==> src/rtl/decoder_3x8_seq.sv <==
// Sequenced 3-to-8 decoder: codes are queued in a FIFO and each one is driven as a
// one-hot select for HOLD enabled cycles, back-to-back with no idle gap.
module decoder_3x8_seq #(
  parameter int unsigned DEPTH = 4,
  parameter int unsigned HOLD  = 2
) (
  input  logic                     clk,
  input  logic                     rst_n,
  input  logic                     in_valid,
  input  logic [2:0]               in_code,
  output logic                     in_ready,
  input  logic                     en,
  output logic [7:0]               O,
  output logic                     out_valid,
  output logic [$clog2(DEPTH):0]   count
);

  localparam int unsigned AW = $clog2(DEPTH);
  localparam int unsigned CW = AW + 1;
  localparam int unsigned HW = (HOLD > 1) ? $clog2(HOLD) : 1;

  typedef enum logic {S_IDLE, S_DRIVE} state_t;

  state_t          r_state, w_state_nxt;
  logic [2:0]      r_mem [DEPTH];
  logic [AW-1:0]   r_wptr, r_rptr;
  logic [CW-1:0]   r_count, w_count_nxt;
  logic [HW-1:0]   r_hold, w_hold_nxt;
  logic [7:0]      r_o, w_o_nxt;
  logic            r_out_valid;
  logic            w_push, w_pop;
  logic [7:0]      w_onehot;

  // Ready looks only at occupancy, so a full FIFO rejects even during a pop.
  assign in_ready  = (r_count != CW'(DEPTH));
  assign w_push    = in_valid & in_ready;
  assign w_onehot  = 8'(8'b1 << r_mem[r_rptr]);

  assign O         = r_o;
  assign out_valid = r_out_valid;
  assign count     = r_count;

  always_comb begin
    w_state_nxt = r_state;
    w_hold_nxt  = r_hold;
    w_o_nxt     = r_o;
    w_pop       = 1'b0;
    unique case (r_state)
      S_IDLE: begin
        w_o_nxt = 8'h00;
        if (en && r_count != '0) begin
          w_pop       = 1'b1;
          w_o_nxt     = w_onehot;
          w_hold_nxt  = HW'(HOLD - 1);
          w_state_nxt = S_DRIVE;
        end
      end
      S_DRIVE: begin
        if (en) begin
          if (r_hold != '0) begin
            w_hold_nxt = r_hold - HW'(1);
          end else if (r_count != '0) begin
            // Reload straight from the head so the output never drops to zero.
            w_pop      = 1'b1;
            w_o_nxt    = w_onehot;
            w_hold_nxt = HW'(HOLD - 1);
          end else begin
            w_o_nxt     = 8'h00;
            w_state_nxt = S_IDLE;
          end
        end
      end
      default: begin
        w_o_nxt     = 8'h00;
        w_state_nxt = S_IDLE;
      end
    endcase
  end

  assign w_count_nxt = r_count + CW'(w_push) - CW'(w_pop);

  always_ff @(posedge clk or negedge rst_n) begin
    if (!rst_n) begin
      r_state     <= S_IDLE;
      r_wptr      <= '0;
      r_rptr      <= '0;
      r_count     <= '0;
      r_hold      <= '0;
      r_o         <= 8'h00;
      r_out_valid <= 1'b0;
    end else begin
      r_state     <= w_state_nxt;
      r_count     <= w_count_nxt;
      r_hold      <= w_hold_nxt;
      r_o         <= w_o_nxt;
      r_out_valid <= |w_o_nxt;
      if (w_push) r_wptr <= r_wptr + AW'(1);
      if (w_pop)  r_rptr <= r_rptr + AW'(1);
    end
  end

  // Storage needs no reset: pointers and count define which entries are live.
  always_ff @(posedge clk) begin
    if (w_push) r_mem[r_wptr] <= in_code;
  end

endmodule
==> config.mk <==
export PLATFORM = sky130hd
export DESIGN_NAME = decoder_3x8_seq
export DESIGN_NICKNAME = d
export VERILOG_FILES = /design/src/rtl/decoder_3x8_seq.sv
export SDC_FILE = /design/constraint.sdc
export NUM_CORES = 1
export LEC_CHECK = 0
export CAP_MARGIN = 0
export CELL_PAD_IN_SITES_DETAIL_PLACEMENT = 0
export CELL_PAD_IN_SITES_GLOBAL_PLACEMENT = 2
export CORE_MARGIN = 1
export CORE_UTILIZATION = 40
export CTS_BUF_LIST = sky130_fd_sc_hd__clkbuf_8 sky130_fd_sc_hd__clkbuf_16
export DETAILED_ROUTE_END_ITERATION = 12
export GPL_ROUTABILITY_DRIVEN = 0
export MAX_ROUTING_LAYER = met4
export PLACE_DENSITY = 0.92
export SLEW_MARGIN = 20
export SYNTH_ARGS = -nofsm -noshare
export SYNTH_HDL_FRONTEND = slang
export SYNTH_SLANG_ARGS = --single-unit
export TNS_END_PERCENT = 10
==> constraint.sdc <==
create_clock -name clk -period 6.75 [get_ports clk]
set_input_delay 1.35 -clock clk [delete_from_list [all_inputs] [get_ports clk]]
set_output_delay 1.35 -clock clk [all_outputs]
set_load 0.05 [all_outputs]
==> results <==
- The flow ran to the end, and the final reports show no timing, DRC or antenna violations.
- Synthesis inferred 30 register bits.
- During synthesis, Yosys emitted a total of 0 warnings.
- Sequential elements use 60.96% of the synthesized area.
- The maximum number of pins on one net before global-route repair is 19.
- After detailed routing, the number of vias per cell comes to 5.031.
- The initial antenna violation count is 0.
- The endpoint class of the critical path is a register.
- The area of the die is 3560 µm².
- The total count of hold-check failures in the final report came to 0.
- The number of buffers added by the clock tree synthesis step is 5.
- The height of the chip is 59.67 µm.
- The total negative slack is 0 ps.
- The post-synthesis async set-or-reset flop share is 60.00%.
- The number of filler cells placed in the layout is 295.
- For this run, the top clock speed supported by timing is 306.2 MHz.
- Setup repair after global routing left no endpoint under its margin.
- Buffers added to address setup during post-CTS repair amount to 0.
- The critical path data arrival time is 3420 ps.
- The H-tree level count is 2.
- The horizontal extent of the die is 59.67 µm.
- The worst max-slew margin expressed relative to the limit is 43.97%.
- TritonCTS built the clock tree.
- The clock-pin transition on the worst setup and hold timing paths is 60 ps.
- The number of cells upsized or downsized after cts is 0.
- Dividing the detail-routed wire length by the instance count gives 13.71 µm.
- The via count of the first global-routing pass came to 836.
- The mapped netlist covers 1330 µm².
- The worst setup path is launched from an input pin.
- The total routed wirelength is 2180 µm.
- The top-area cell type share of the netlist area is 33.87%.
- For flop-to-flop paths, the worst setup slack is 4390 ps.
- The required time at the endpoint of the critical path is 6910 ps.
- The number of enable-type register cells in the synthesized netlist is 12.
- Setup violations remaining at the end of the flow were counted as 0.
- Each instance of the synthesized netlist takes up on average 14.94 µm².
- The global routing usage summed across all routing layers is 16.60%.
- By startpoint and endpoint, the worst setup path is classified as in -> reg.
- The final antenna diode count is 0.
- After detailed routing, the number of remaining DRC violations is 0.
- The number of sinks driven by the clock tree is 30.
- The post-synth net total is 103.
- The cell count after synthesis came out at 89.
- The most used flip-flop cell after synthesis is sky130_fd_sc_hd__dfrtp_1.
- The clock arrives with 4.270 ps of skew.
- In this run the remaining antenna-violating nets after routing total 0.
- The final critical-path required period is 3266 ps.
- In this run the worst path has a maximum fanout of 4.
- The number of distinct library cells after synthesis is 30.
- The HPWL reported at the end of detailed placement is 1661 µm.
- Relative to the synthesized area, the layout overhead comes to 23.71%.
- The final max-slew violation count is 0.
- The total area inside the core boundary comes to 3103 µm².
- The cell accounting for the most synthesized area is sky130_fd_sc_hd__dfrtp_1.
- The tree is rooted in a sky130_fd_sc_hd__clkbuf_8.
- The max-cap check violation count is 0.
- Before antenna repair, the detailed router went through 4 iterations.
- By area the synthesized netlist is led by sky130_fd_sc_hd__dfrtp_1 (34%), sky130_fd_sc_hd__edfxtp_1 (27%), sky130_fd_sc_hd__ha_1 (5.6%).
- The hold buffer count at CTS is 0.
- The via count of the routed design is 800.
- Buffers placed on the I/O ports in this run total 19.
- The floorplan has 20 rows.
- Global routing finished with a remaining overflow of 0.
- The maximum number of buffers from clock root to sink is 2.
- The tightest min-delay check is of the reg -> reg type.
- The library cell used most frequently in the layout, excluding fill and tap cells, is sky130_fd_sc_hd__clkdlybuf4s50_1.
- The final period utilization is 48.39%.
- At the later pin of the worst-skew pair, clock insertion delay measures 280 ps.
- Of the cells placed in the final design, the portion with a size suffix greater than 1 is 14.78%.
- The top cell types in the final layout, fill and taps aside, are sky130_fd_sc_hd__clkdlybuf4s50_1 (19), sky130_fd_sc_hd__dfrtp_1 (18), sky130_fd_sc_hd__edfxtp_1 (12).
- The first global-routing pass estimated 3939 µm of wire.
- The number of nets at the end of the flow is 128.
- The initial detailed-routing violation count is 41.
- For this configuration, the core starts out at a cell density of 42.86%.
- The slew at the pin with the worst max-slew slack is 837.8 ps.
- 20 I/O pins were placed.
-- path summary, 6_finish.rpt --
| path | end | cells after the start | start |
|---|---|---|---|
| worst max-delay path | count[2]$_DFF_PN0_ | 10 | en |
| worst min-delay path | O[5]$_DFF_PN0_ | 1 | O[5]$_DFF_PN0_ |
| worst max register to register | count[2]$_DFF_PN0_ | 10 | count[1]$_DFF_PN0_ |
| worst min register to register | O[5]$_DFF_PN0_ | 1 | O[5]$_DFF_PN0_ |
| max in group asynchronous | r_wptr[1]$_DFFE_PN0P_ | 1 | rst_n |
| min in group asynchronous | O[2]$_DFF_PN0_ | 1 | rst_n |
-- stage by stage --
stage / instances / setup WS, ps / util [%] / instance area (µm²) / hold WS (ps)
after global placement: 151 / 3259 / 50.40 / 1564 / 498.5
after detailed placement: 151 / 3187 / 50.40 / 1564 / 501.0
after CTS: 159 / 3467 / 53.02 / 1645 / 516.0
after global routing: 159 / 3326 / 53.02 / 1645 / 547.5
after floorplan: 89 / 3829 / - / 1330 / 465.6
final: 159 / 3484 / 53.02 / 1645 / 516.1
-- worst max-delay path, stage by stage --
cell                              delay, ps
sky130_fd_sc_hd__clkdlybuf4s50_1        540
sky130_fd_sc_hd__o31ai_2                140
sky130_fd_sc_hd__nor2_1                 250
sky130_fd_sc_hd__ha_1                   280
sky130_fd_sc_hd__inv_1                   50
sky130_fd_sc_hd__ha_1                   130
sky130_fd_sc_hd__inv_1                   50
sky130_fd_sc_hd__fa_1                   370
sky130_fd_sc_hd__xnor2_1                150
sky130_fd_sc_hd__xnor2_1                120
-- flip-flops by register name, summed over array words and instances, names as in the netlist --
register and cells:
r_mem 12, O 8, count 3, r_rptr 2, r_wptr 2, out_valid 1, r_hold 1, r_state 1
-- cell type report --
| type | count | area (µm²) | share of cell area (%) |
|---|---|---|---|
| Sequential cell | 30 | 810.8 | 49.28 |
| Multi-Input combinational cell | 49 | 474.2 | 28.82 |
| Timing Repair Buffer | 19 | 190.2 | 11.56 |
| Clock buffer | 5 | 68.82 | 4.183 |
| Tap cell | 44 | 55.05 | 3.346 |
| Inverter | 9 | 33.78 | 2.053 |
| Clock inverter | 3 | 12.51 | 0.7605 |
-- Yosys cell counts (all sizes together), types with 2 or more instances --
cell type and n:
a32o 6, and2 2, and3 4, dfrtp 18
edfxtp 12, ha 6, inv 9, mux4 3
nand2 3, nand3 2, nor2 2, nor3 2
nor4 2, o2bb2ai 2, xnor2 4
-- metal layers --
layer	track usage, %	vias to the layer above	share of wire (%)
met5	-	-	0
met2	25.40	24	49
met1	19.10	389	44
met4	6.977	0	1.3
met3	7.143	6	5.0
li1	-	381	-
-- cell families after synthesis --
group,Yosys count,share of synthesized area [%]
AOI/OAI and AO/OA,13,9.126
xor gates and xnor gates,5,3.292
adders and majority gates,7,7.149
buffers and inverters,10,3.386
DFF,30,60.96
muxes,4,6.208
and+or+nand+nor,20,9.879
Power is not shown: default switching activity piles up to over one toggle a cycle in this logic, so the estimate is an artifact.
